### src/rtl/rr_arbiter_16.sv
// Sixteen-requester round-robin arbiter with a GRANT/BUSY handshake to one shared resource.
// Optional forced release after TIMEOUT busy cycles, enabled by defining ARB_TIMEOUT_EN.
module rr_arbiter_16 #(
   parameter int unsigned TIMEOUT = 255
) (
   input  logic        clk,
   input  logic        reset,
   input  logic [15:0] req,
   input  logic        out_ready,
   input  logic        done,
   output logic [15:0] gnt,
   output logic [3:0]  gnt_idx,
   output logic        gnt_valid,
   output logic        busy,
   output logic        timeout
);

   typedef enum logic [1:0] {
      ST_IDLE  = 2'd0,
      ST_GRANT = 2'd1,
      ST_BUSY  = 2'd2
   } state_e;

   state_e      state_q, state_d;
   logic [15:0] gnt_q, gnt_d;
   logic [3:0]  gnt_idx_q, gnt_idx_d;
   logic        gnt_valid_q, gnt_valid_d;
   logic        busy_q, busy_d;
   logic [3:0]  ptr_q, ptr_d;

   logic [15:0] req_rot;
   logic [3:0]  first_off;
   logic [3:0]  sel_idx;
   logic [15:0] sel_oh;

`ifdef ARB_TIMEOUT_EN
   localparam logic [15:0] TimeoutLast = 16'(TIMEOUT - 1);
   logic [15:0] cnt_q, cnt_d;
   logic        timeout_q, timeout_d;
`else
   logic unused_timeout_param;
   assign unused_timeout_param = ^16'(TIMEOUT);
`endif

   // OR-based one-hot to binary encoder; exact because the selector is one-hot.
   function automatic logic [3:0] enc16(input logic [15:0] oh);
      logic [3:0] idx;
      idx = '0;
      for (int i = 0; i < 16; i++) begin
         if (oh[i]) idx = idx | 4'(i);
      end
      return idx;
   endfunction

   // Rotate so ptr sits at bit 0, take the lowest set bit, rotate back.
   always_comb begin
      req_rot   = 16'({req, req} >> ptr_q);
      first_off = '0;
      for (int i = 15; i >= 0; i--) begin
         if (req_rot[i]) first_off = 4'(i);
      end
      sel_idx = ptr_q + first_off;
      sel_oh  = '0;
      if (|req) sel_oh = 16'(1) << sel_idx;
   end

   always_comb begin
      state_d     = state_q;
      gnt_d       = gnt_q;
      gnt_idx_d   = gnt_idx_q;
      gnt_valid_d = gnt_valid_q;
      busy_d      = busy_q;
      ptr_d       = ptr_q;
`ifdef ARB_TIMEOUT_EN
      cnt_d       = cnt_q;
      timeout_d   = 1'b0;
`endif
      case (state_q)
         ST_IDLE: begin
            if (|req) begin
               gnt_d       = sel_oh;
               gnt_idx_d   = enc16(sel_oh);
               gnt_valid_d = 1'b1;
               state_d     = ST_GRANT;
            end
         end
         ST_GRANT: begin
            if (out_ready) begin
               gnt_valid_d = 1'b0;
               busy_d      = 1'b1;
               ptr_d       = gnt_idx_q + 4'd1;
               state_d     = ST_BUSY;
`ifdef ARB_TIMEOUT_EN
               cnt_d       = '0;
`endif
            end
         end
         ST_BUSY: begin
            if (done) begin
               gnt_d     = '0;
               gnt_idx_d = '0;
               busy_d    = 1'b0;
               state_d   = ST_IDLE;
            end
`ifdef ARB_TIMEOUT_EN
            else if (cnt_q == TimeoutLast) begin
               gnt_d     = '0;
               gnt_idx_d = '0;
               busy_d    = 1'b0;
               timeout_d = 1'b1;
               state_d   = ST_IDLE;
            end else begin
               cnt_d = cnt_q + 16'd1;
            end
`endif
         end
         default: begin
            state_d     = ST_IDLE;
            gnt_d       = '0;
            gnt_idx_d   = '0;
            gnt_valid_d = 1'b0;
            busy_d      = 1'b0;
         end
      endcase
   end

   always_ff @(posedge clk) begin
      if (reset) begin
         state_q     <= ST_IDLE;
         gnt_q       <= '0;
         gnt_idx_q   <= '0;
         gnt_valid_q <= 1'b0;
         busy_q      <= 1'b0;
         ptr_q       <= '0;
`ifdef ARB_TIMEOUT_EN
         cnt_q       <= '0;
         timeout_q   <= 1'b0;
`endif
      end else begin
         state_q     <= state_d;
         gnt_q       <= gnt_d;
         gnt_idx_q   <= gnt_idx_d;
         gnt_valid_q <= gnt_valid_d;
         busy_q      <= busy_d;
         ptr_q       <= ptr_d;
`ifdef ARB_TIMEOUT_EN
         cnt_q       <= cnt_d;
         timeout_q   <= timeout_d;
`endif
      end
   end

   assign gnt       = gnt_q;
   assign gnt_idx   = gnt_idx_q;
   assign gnt_valid = gnt_valid_q;
   assign busy      = busy_q;
`ifdef ARB_TIMEOUT_EN
   assign timeout   = timeout_q;
`else
   assign timeout   = 1'b0;
`endif

endmodule

### config.mk
export PLATFORM = sky130hd
export DESIGN_NAME = rr_arbiter_16
export DESIGN_NICKNAME = d
export VERILOG_FILES = /design/src/rtl/rr_arbiter_16.sv
export SDC_FILE = /design/constraint.sdc
export NUM_CORES = 1
export LEC_CHECK = 0
export ABC_AREA = 0
export CELL_PAD_IN_SITES_DETAIL_PLACEMENT = 1
export CELL_PAD_IN_SITES_GLOBAL_PLACEMENT = 2
export CORE_MARGIN = 2
export CORE_UTILIZATION = 25
export DETAILED_ROUTE_END_ITERATION = 10
export HOLD_SLACK_MARGIN = 0.15
export PLACE_DENSITY = 0.64
export SETUP_SLACK_MARGIN = 0.15
export SKIP_CTS_REPAIR_TIMING = 1
export SLEW_MARGIN = 25
export SYNTH_ARGS = -nofsm -noshare
export SYNTH_HDL_FRONTEND = slang
export SYNTH_SLANG_ARGS = --single-unit
### constraint.sdc
create_clock -name clk -period 14.2 [get_ports clk]
set_clock_uncertainty 0.15 [all_clocks]
set_input_delay 3.55 -clock clk [delete_from_list [all_inputs] [get_ports clk]]
set_output_delay 3.55 -clock clk [all_outputs]
set_load 0.05 [all_outputs]
==> summary.md <==
| Metric | Value |
|---|---|
| Fin nets | `354` |
| Max Fclk | `~0.12 GHz` |
| Final hold viol count | `0` |
| Avg WL per Cell | `16.63 um` |
| Clock transition at path regs | `0.09 ns` |
| Num CTS Buffers | `3` |
| Leakage | `1.104 nW` |
| WHS Endpoint | `gnt[0]` |
| Post-route setup TNS | `0 ns` |
| Simple-gate share of the synthesized area | `26.36%` |
| All-layer global routing usage | `between 10% and 20%` |
| # fillers | `roughly 1200` |
| Final WS setup | `~5.9 ns` |
| Top-count cell post-synth | `nor2_1` |
| Dpl hpwl | `6107 um` |
| Mean Syn Cell Area | `8.666 um^2` |
| Max IR drop VDD | `0.03633 mV` |
| Cell breakdown of the critical path | `clkdlybuf4s50_1 > mux4_1 > mux4_2 > or3b_2 > and3_1 > a31oi_1 > nand2_1 > ha_1 > fa_1 > xnor2_1 > nand2b_1 > or4b_2 > nor2_1 > and3_1 > a221o_1` |
| Worst stage delay on the critical path | `slightly below 0.7 ns` |
| Main combinational cell family by area after synthesis | `simple AND/OR/NAND/NOR gates` |
| Die X | `approximately 110 um` |
| Core area | `10180 um^2` |
| Start of the worst register-to-register path | `ptr_q[3]` |
| Final core occ | `30.84%` |
| EDFF count, synth | `0` |
| Pre-CTS WS | `around 5.6 ns` |
| Synth area leaders | `dfxtp_1 (22%), mux4_2 (17%), nor2_1 (7.3%)` |
| Unrepaired setup endpoints after global routing | `false` |
| Slew Limit Fails | `0` |
| Sequential area share after synthesis | `21.71%` |
| R2R setup slack | `8.72 ns` |
| Relative slew slack | `approximately two fifths` |
| Drt via density | `~5.3` |
| Number of synthesized register bits | `28` |
| Initial Util | `25.36%` |
| Cell mode on critical path | `and3_1` |
| Vias | `about 2500` |
| Die Area | `roughly 11000 um^2` |
| CTS sink cnt | `28` |
| Reg-to-Reg End | `gnt[2]` |
| Synth Area in Compound Gates | `17.49%` |
| Final Setup Violations | `0` |
| Worst setup path start | `req[5]` |
| GRT Residual Overflow | `0` |
| CTS root buffer | `clkbuf_8` |
| Layout area overhead | `21.61%` |
| Main synth FF type | `dfxtp_1` |
| Synthesized area | `2582 um^2` |
| H-tree depth | `1` |
| Pin count of the biggest net entering global routing | `23` |
| WS Path Type | `primary input to register` |
| Post-synthesis adder-cell area fraction | `3.537%` |
| Mux share of post-synthesis cell area | `24.76%` |
| Period minus WS final | `8.304 ns` |
| Worst skew pair latency | `between 0.2 and 0.3 ns` |
| Bufs on Longest Clock Path | `2` |
| Crit end category | `register` |
| Vias in the first global route | `2518` |
| Top-area cell type share of the netlist area | `roughly 22%` |
| GPL Wtd Cong | `~0.8` |
| CTS tree | `yes` |
| Core Rows | `37` |
| CP startpoint kind | `primary input` |
| Final Cycle Share | `around three fifths` |
| Least-Margin Pin Slew | `0.9086 ns` |
| Async S/R FF share, synth | `0%` |
| I/O pin total | `43` |
| Hold crit path type | `register to register` |
| CP required | `14.27 ns` |
| Post-Syn Instances | `just under 300` |
| Synth Net Count | `roughly 320` |
| Post-Synth XOR/XNOR Area | `1.696%` |
| Crit-path slowest cell | `or4b_2` |
| Hold wc startpoint | `gnt[0]` |
| Register-to-Register Path Depth | `14` |
| Ant. Diodes | `0` |
| Worst Hold Depth | `2` |
| Number of port buffers | `about 40` |
| Crit Path Max Fanout | `6` |
| Antenna-violating nets left | `0` |
| Initial antenna violation count | `0` |
| Die Ht | `105.6 um` |
| Final WL | `7701 um` |
| Drt first pass iters | `4` |
| Status | `complete, no violations` |
| First-pass GRT wire length | `13160 um` |
| Synth area leader | `dfxtp_1` |
| Power Density | `82.00 nW/um^2` |
| Synth top cells by count | `nor2_1 (50), dfxtp_1 (28), a21oi_1 (21)` |
| DRC | `0` |
| Post-synth cell types | `56` |
| Worst Path Arrival | `8.37 ns` |
| Iter 0 DRT Violations | `71` |
| Max cap viols | `0` |
| Syn. warnings | `0` |
| Layout cells sized above 1 | `12.84%` |
## stage by stage
stage,cells,hold WS [ns],total power [mW],area (um^2)
3_5_place_dp,460,0.3089,0.2177,3099
5_1_grt,463,0.3453,0.2772,3141
4_1_cts,463,0.3221,0.2618,3141
6_report,463,0.3121,0.2575,3141
3_3_place_gp,460,0.3031,0.2173,3097
2_1_floorplan,298,0.3353,0.1797,2582
## worst max-delay path: cells and delay by family
family	cells	cell delay [ns]
compound gates	2	0.24
mux	2	1.21
xor+xnor	1	0.37
fa+ha+maj	2	0.60
simple gates	7	1.90
buf+inv	1	0.48
## power by group
part	switching, mW	internal [mW]
registers	0.00765	0.0842
clock network	0.0236	0.0191
logic	0.0729	0.0501
## final cells by class
| cell class | count | area (um^2) | share of cell area, % |
|---|---|---|---|
| flip-flops and latches | 28 | 560.5 | 17.85 |
| repair buffers | 45 | 440.4 | 14.02 |
| multi-input cells | 247 | 1913 | 60.92 |
| clock buffers | 3 | 41.29 | 1.315 |
| well taps | 136 | 170.2 | 5.418 |
| inverters | 4 | 15.01 | 0.4781 |
## worst max path at each step
stage | depth (start not counted) | slack [ns] | endpoint
2_1_floorplan | 14 | 6.56 | gnt[2]
3_3_place_gp | 15 | 5.68 | gnt[10]
3_5_place_dp | 15 | 5.63 | gnt[2]
4_1_cts | 15 | 5.91 | gnt[2]
5_1_grt | 15 | 5.61 | gnt[2]
6_report | 15 | 5.90 | gnt[2]
## layout by cell type (no fill, tap or decap), drive strengths merged, types with 3 or more instances in the layout
master          n
mux2i           5
dfxtp          28
clkbuf          3
nand4           6
nor4           10
mux4           22
a221o          12
nor3            4
nor2           50
inv             4
a21oi          21
ha              4
and3           14
xnor2           3
clkdlybuf4s50  41
buf             4
o21ai          10
nand3           9
mux2            7
o211ai          4
nand2b          3
nand2          20
a211oi          6
nor2b           5
## flip-flops by register name (all words and copies together) (netlist names)
name / flops
ptr_q: 4
state_q: 2
gnt: 16
gnt_idx: 4
gnt_valid: 1
busy: 1
## cells by family after synthesis
| family | count (synthesis) |
|---|---|
| AND/OR/NAND/NOR | 135 |
| AO/OA/AOI/OAI | 65 |
| other | 1 |
| buffers and inverters | 23 |
| flip-flops | 28 |
| adder cells (fa/ha/maj) | 7 |
| XOR/XNOR | 5 |
| multiplexers | 34 |
## routing by layer
layer | up-vias | global-route usage [%] | wire (um)
li1 | 1208 | - | -
met1 | 1235 | 20.34 | 3862
met2 | 31 | 24.06 | 3647
met3 | 2 | 1.979 | 173
met4 | 0 | 1.410 | 17
met5 | - | 0 | 0
Note: power is estimated with default switching activity, not from simulation.
